$ cat src/rtl/btn_conditioner_if.sv
// Board-side input bundle for the calculator front end: raw buttons and switches in,
// conditioned levels, press pulses and synchronized switches out.
interface btn_conditioner_if #(
    parameter int N_BTN = 5,
    parameter int SW_W  = 16
);
    logic [N_BTN-1:0] btn_raw;
    logic [SW_W-1:0]  sw_raw;
    logic [N_BTN-1:0] btn_level;
    logic [N_BTN-1:0] btn_pulse;
    logic [SW_W-1:0]  sw_sync;

    // master: the board / stimulus side
    modport master (
        output btn_raw,
        output sw_raw,
        input  btn_level,
        input  btn_pulse,
        input  sw_sync
    );

    // slave: the conditioner itself
    modport slave (
        input  btn_raw,
        input  sw_raw,
        output btn_level,
        output btn_pulse,
        output sw_sync
    );
endinterface

$ cat src/rtl/btn_conditioner.sv
// Pushbutton/switch front end: 2-flop synchronizers, per-button debounce with a
// stable-count qualifier, and a registered one-cycle pulse on each accepted press.
module btn_conditioner #(
    parameter int N_BTN           = 5,
    parameter int DEBOUNCE_CYCLES = 1000000,
    parameter int SW_W            = 16,
    parameter int CNT_W           = 20
) (
    input logic              clk,
    input logic              reset,
    btn_conditioner_if.slave bus
);
    localparam logic [CNT_W-1:0] CNT_LAST = CNT_W'(DEBOUNCE_CYCLES - 1);

    logic [N_BTN-1:0] btn_s1_reg;
    logic [N_BTN-1:0] btn_s2_reg;
    logic [SW_W-1:0]  sw_s1_reg;
    logic [SW_W-1:0]  sw_s2_reg;

    always_ff @(posedge clk) begin
        if (reset) begin
            btn_s1_reg <= '0;
            btn_s2_reg <= '0;
            sw_s1_reg  <= '0;
            sw_s2_reg  <= '0;
        end else begin
            btn_s1_reg <= bus.btn_raw;
            btn_s2_reg <= btn_s1_reg;
            sw_s1_reg  <= bus.sw_raw;
            sw_s2_reg  <= sw_s1_reg;
        end
    end

    assign bus.sw_sync = sw_s2_reg;

    generate
        for (genvar gi = 0; gi < N_BTN; gi++) begin : g_btn
            logic [CNT_W-1:0] cnt_reg;
            logic [CNT_W-1:0] cnt_next;
            logic             stable_reg;
            logic             stable_next;
            logic             pulse_reg;
            logic             pulse_next;

            // Any cycle where the synchronized input matches the accepted level
            // restarts the count, so only an unbroken run of differing cycles wins.
            always_comb begin
                cnt_next    = '0;
                stable_next = stable_reg;
                pulse_next  = 1'b0;
                if (btn_s2_reg[gi] != stable_reg) begin
                    if (cnt_reg == CNT_LAST) begin
                        stable_next = btn_s2_reg[gi];
                        pulse_next  = btn_s2_reg[gi];
                    end else begin
                        cnt_next = cnt_reg + 1'b1;
                    end
                end
            end

            always_ff @(posedge clk) begin
                if (reset) begin
                    cnt_reg    <= '0;
                    stable_reg <= 1'b0;
                    pulse_reg  <= 1'b0;
                end else begin
                    cnt_reg    <= cnt_next;
                    stable_reg <= stable_next;
                    pulse_reg  <= pulse_next;
                end
            end

            assign bus.btn_level[gi] = stable_reg;
            assign bus.btn_pulse[gi] = pulse_reg;
        end
    endgenerate
endmodule

$ cat src/flat_wrapper.sv
// flat-port wrapper written by rule: the top's interface ports become plain ports
module btn_conditioner_flat 
#(
    parameter int N_BTN           = 5,
    parameter int DEBOUNCE_CYCLES = 1000000,
    parameter int SW_W            = 16,
    parameter int CNT_W           = 20
)
  (clk, reset, bus_btn_raw, bus_sw_raw, bus_btn_level, bus_btn_pulse, bus_sw_sync);
  btn_conditioner_if #(.N_BTN(N_BTN), .SW_W(SW_W)) bus_i ();
  input logic clk;
  input logic reset;
  input wire logic [$bits(bus_i.btn_raw)-1:0] bus_btn_raw;
  input wire logic [$bits(bus_i.sw_raw)-1:0] bus_sw_raw;
  output wire logic [$bits(bus_i.btn_level)-1:0] bus_btn_level;
  output wire logic [$bits(bus_i.btn_pulse)-1:0] bus_btn_pulse;
  output wire logic [$bits(bus_i.sw_sync)-1:0] bus_sw_sync;
  assign bus_i.btn_raw = bus_btn_raw;
  assign bus_i.sw_raw = bus_sw_raw;
  assign bus_btn_level = bus_i.btn_level;
  assign bus_btn_pulse = bus_i.btn_pulse;
  assign bus_sw_sync = bus_i.sw_sync;
  btn_conditioner #(.N_BTN(N_BTN), .DEBOUNCE_CYCLES(DEBOUNCE_CYCLES), .SW_W(SW_W), .CNT_W(CNT_W)) u_core (.clk(clk), .reset(reset), .bus(bus_i));
endmodule
$ cat config.mk
export PLATFORM = sky130hd
export DESIGN_NAME = btn_conditioner_flat
export DESIGN_NICKNAME = d
export VERILOG_FILES = /design/src/rtl/btn_conditioner_if.sv /design/src/rtl/btn_conditioner.sv /design/src/flat_wrapper.sv
export SDC_FILE = /design/constraint.sdc
export NUM_CORES = 1
export LEC_CHECK = 0
export BUFFER_PORTS_ARGS = -buffer_cell sky130_fd_sc_hd__buf_2
export CORE_ASPECT_RATIO = 0.9
export CORE_MARGIN = 8
export CORE_UTILIZATION = 25
export CTS_CLUSTER_SIZE = 10
export DETAILED_ROUTE_END_ITERATION = 10
export GPL_TIMING_DRIVEN = 1
export PLACE_DENSITY_LB_ADDON = 0.2
export SLEW_MARGIN = 20
export SYNTH_ARGS = -nofsm -noshare
export SYNTH_HDL_FRONTEND = slang
export SYNTH_SLANG_ARGS = --single-unit
$ cat constraint.sdc
create_clock -name clk -period 4.04 [get_ports clk]
set_clock_uncertainty 0.05 [all_clocks]
set_input_delay 0.202 -clock clk [delete_from_list [all_inputs] [get_ports clk]]
set_output_delay 0.202 -clock clk [all_outputs]
set_load 0.01 [all_outputs]
# After elaboration in Yosys (flattened, before gate mapping)
# Index checks and enable logic that the tools add are counted.
# word_totals
register_bits	152
inputBits	23
out_inout_bits	26
# classes
add_sub_neg	5
n_eq_ne	10
bitwise_logic	10
n_reduce_logical	15
# ops
operator	n
$add A20 B1 Y20 const B	5
$eq A20 B20 Y1 const B	5
$reduce_or A3 Y1	10
$not A1 Y1	10
$reduce_and A2 Y1	5
$ne A1 B1 Y1	5

# Longest topological paths before layout
# logic_depth
word_depth	3
ltp_mapped	6
depth_no_buf	5

# Worst setup path before layout
# OpenSTA, ideal clock, no wires.
# synth_timing
path_kind	reg2reg
start	register u_core.g_btn[1].cnt_reg[8]
end	register u_core.g_btn[1].cnt_reg[10]
t_arrival_ns	1.846
path_slack_ns	2.029
stages_incl_launch_ff	6
synth_period_minus_slack_ns	2.011
cell_sequence	dfxtp_1 > or4b_1 > or4_4 > o21ai_4 > buf_6 > nor2_1
# synth_via
elab_chain_len	2
elab_cells_between_ends	3
cone_classes	add/sub (1); eq/ne (1); reduce/logical (1)
# synth_rtl
item	line_no	source
start: declaration	btn_conditioner.sv:38	logic [CNT_W-1:0] cnt_reg;
start signal: assignment	btn_conditioner.sv:67	cnt_reg <= cnt_next;
parallel branches: the longest is 2 deep, another holds $add A20 B1 Y20	--	
# Parallel ways; which one is timed is not known.
# A chain may end at the register's enable or synchronous reset.

# Worst setup path in the final report
# layout_timing
start	register u_core.g_btn[3].cnt_reg[11]
end	register u_core.g_btn[3].cnt_reg[13]
# layout_via
elab_chain_len	2
elab_cells_between_ends	3
cone_classes	add/sub (1); eq/ne (1); reduce/logical (1)
# layout_rtl
item	line_no
start: declaration	btn_conditioner.sv:38
start signal: assignment	btn_conditioner.sv:67
parallel branches: the longest is 2 deep, another holds $add A20 B1 Y20	--
# Parallel ways; which one is timed is not known.

==> run summary <==
status -> finished, final reports clean
Design Area, Final -> 7440 µm²
kind of critical path -> reg -> reg
Root Driver -> clkbuf_16
synthesized area -> 6100 µm²
Post-synth ARST share -> 0
HP Class -> in -> reg
largest net degree at the start of global routing -> 30
Synth area leaders -> dfxtp_1, xnor2_1, nor2_1
RSZ-0062 raised after global routing -> false
crit path DAT -> 2.66 ns
final cell count without fillers -> 1050
fin crit period -> 2.44 ns
final hold vios -> 0
Max-Cap Viols -> 0
post-synthesis sequential area ratio -> 0.498
post-synth cell types -> 38
Die ar. -> 29700 µm²
vias -> 4601
Worst slew margin -> 0.434
Final setup viols -> 0
initial antenna violation count -> 0
cell count after synthesis -> 674
Static Leak -> 2.35 nW
register area -> 3040 µm²
nets -> 757
synth cell count leaders -> dfxtp_1, nor2_1, xnor2_1, nor2b_1, a21oi_1
Worst EP required -> 4.26 ns
Tot GR Track Use -> 0.0881
first-pass GRT wire length -> 21500 µm
Pwr Density -> 457 nW/µm²
Setup WS post-layout -> 1.60 ns
FP Rows -> 54
Detailed Route WL -> 12700 µm
Die W -> 181 µm
post-layout util -> 0.308
Initial DRC Count -> 206
Routed Antenna Nets -> 0
Worst-path clk slew -> 0.06 ns
clock sink total -> 152
final period utilization -> 0.604
share of layout cells above drive strength 1 -> 0.128
Die Ht -> 164 µm
setup TNS -> 0 ns
IO buf count -> 48
EDFF count, synth -> 0
Synth area leader -> dfxtp_1
Residual DRC -> 0
DRT Pass-1 Iters -> 4
worst skew pair latency -> 0.41 ns
Post-synth top flop -> dfxtp_1
TritonCTS clock tree -> done
FILL cells -> 2508
most frequent cell after synthesis -> dfxtp_1
clk buf depth -> 2
Placer Congestion -> 0.715
Mapped Nets -> 702
achievable clock frequency -> 0.410 GHz
Place WS -> 1.54 ns
IO Pins -> 49
core area -> 24100 µm²
crit-path max FO -> 20
CP startpoint kind -> flip-flop
Area after DPL -> 6590 µm²
Yosys top cell area share -> 0.498
vias in the first global route -> 4384
Multi-input gate area -> 2800 µm²
FF+latch count, synth -> 152
grt total ovfl -> 0
Initial Utilization -> 0.253
yosys warns -> 0
H-tree depth -> 4
max reg flops -> 100
Peak VDD IR -> 0.000238 V
cts bufs inserted -> 17
area grow syn2layout -> 21.8%
drt wl/cell -> 12.1 µm
final number of max-transition violations -> 0
n_diodes -> 0
via/cell ratio -> 4.38
placed cell count -> 1000
DPL Wire Length -> 8580 µm
Synth Area per Inst -> 9.06 µm²
Worst Tran Pin Value -> 0.848 ns
CTS resizes -> 0
Critical Path Sink Type -> flip-flop
==> logic make-up after synthesis <==
| logic type | count (synthesis) | share of synthesized area |
|---|---|---|
| AND/OR/NAND/NOR | 318 | 0.283 |
| flip-flops | 152 | 0.498 |
| AO/OA/AOI/OAI | 75 | 0.0707 |
| XOR/XNOR | 65 | 0.0933 |
| buffers and inverters | 59 | 0.0443 |
| adder cells (fa/ha/maj) | 5 | 0.0102 |
==> cell usage in the layout (no fill, tap or decap), types with 3 or more instances in the layout <==
| cell type | count |
|---|---|
| and4_1 | 5 |
| inv_1 | 26 |
| buf_2 | 48 |
| nor2_1 | 82 |
| nor4b_1 | 4 |
| nand3_1 | 34 |
| clkinvlp_4 | 3 |
| o31ai_1 | 13 |
| bufinv_16 | 6 |
| dlygate4sd3_1 | 18 |
| o21ai_0 | 20 |
| dfxtp_1 | 152 |
| xnor2_1 | 46 |
| or2_2 | 5 |
| and3_1 | 7 |
| or4_1 | 20 |
| nor2b_1 | 43 |
| or3_1 | 26 |
| nand2_1 | 29 |
| nor3_1 | 16 |
| xor2_1 | 19 |
| ha_1 | 5 |
| clkbuf_16 | 17 |
| buf_4 | 3 |
| a21oi_1 | 35 |
| nor4_1 | 15 |
| nand4_1 | 20 |
==> metal layers <==
metal	GRT usage	up-vias	share of wire
met3	0.0292	9	0.027
met5	0	-	0
met4	0.0289	0	0.011
met2	0.135	38	0.44
met1	0.115	2120	0.52
li1	-	2434	-
==> report_power, final <==
part	switching, mW	total [mW]	internal, mW
combinational	0.0364	0.0744	0.0380
clock	0.624	1.80	1.18
sequential	0.00685	1.53	1.52
==> timing repair <==
item | in CTS | in global routing
endpoints found under the hold margin | 18 | 0
hold buffers | 18 | 0
buffers inserted | 0 | 0
setup endpoints to repair | 0 | 0
==> layout make-up <==
cell class	instances	area share
sequential	152	0.409
multi-input combinational	463	0.376
clock buffer	20	0.0601
timing repair buffer	69	0.0596
tap	308	0.0518
clock inverter	12	0.0298
inverter	26	0.0131
==> path summary, 6_finish.rpt <==
kind                                                             start                                     end  slack [ns]  depth (start not counted)
worst max-delay path            u_core.g_btn[3].cnt_reg[11]$_SDFF_PP0_  u_core.g_btn[3].cnt_reg[13]$_SDFF_PP0_        1.60                          4
worst max register to register  u_core.g_btn[3].cnt_reg[11]$_SDFF_PP0_  u_core.g_btn[3].cnt_reg[13]$_SDFF_PP0_        1.60                          4
worst min-delay path                                     bus_sw_raw[2]          u_core.sw_s1_reg[2]$_SDFF_PP0_        0.01                          2
worst min register to register          u_core.sw_s1_reg[1]$_SDFF_PP0_        u_core.bus.sw_sync[1]$_SDFF_PP0_        0.38                          1
==> critical path, cell delays in order, from the launching register on <==
cell and delay, ns:
dfxtp_1 0.35, or4b_2 0.67, nor4_1 0.47, a211o_1 0.66, nor2_1 0.11
==> stage by stage <==
stage                     power, mW  hold slack [ns]
after floorplan                1.59            0.280
after global placement         1.62            0.360
after detailed placement       1.62            0.368
after CTS                      3.48          0.00413
after global routing           3.54          0.00708
final                          3.40           0.0146
Note: power is estimated with default switching activity, not from simulation.
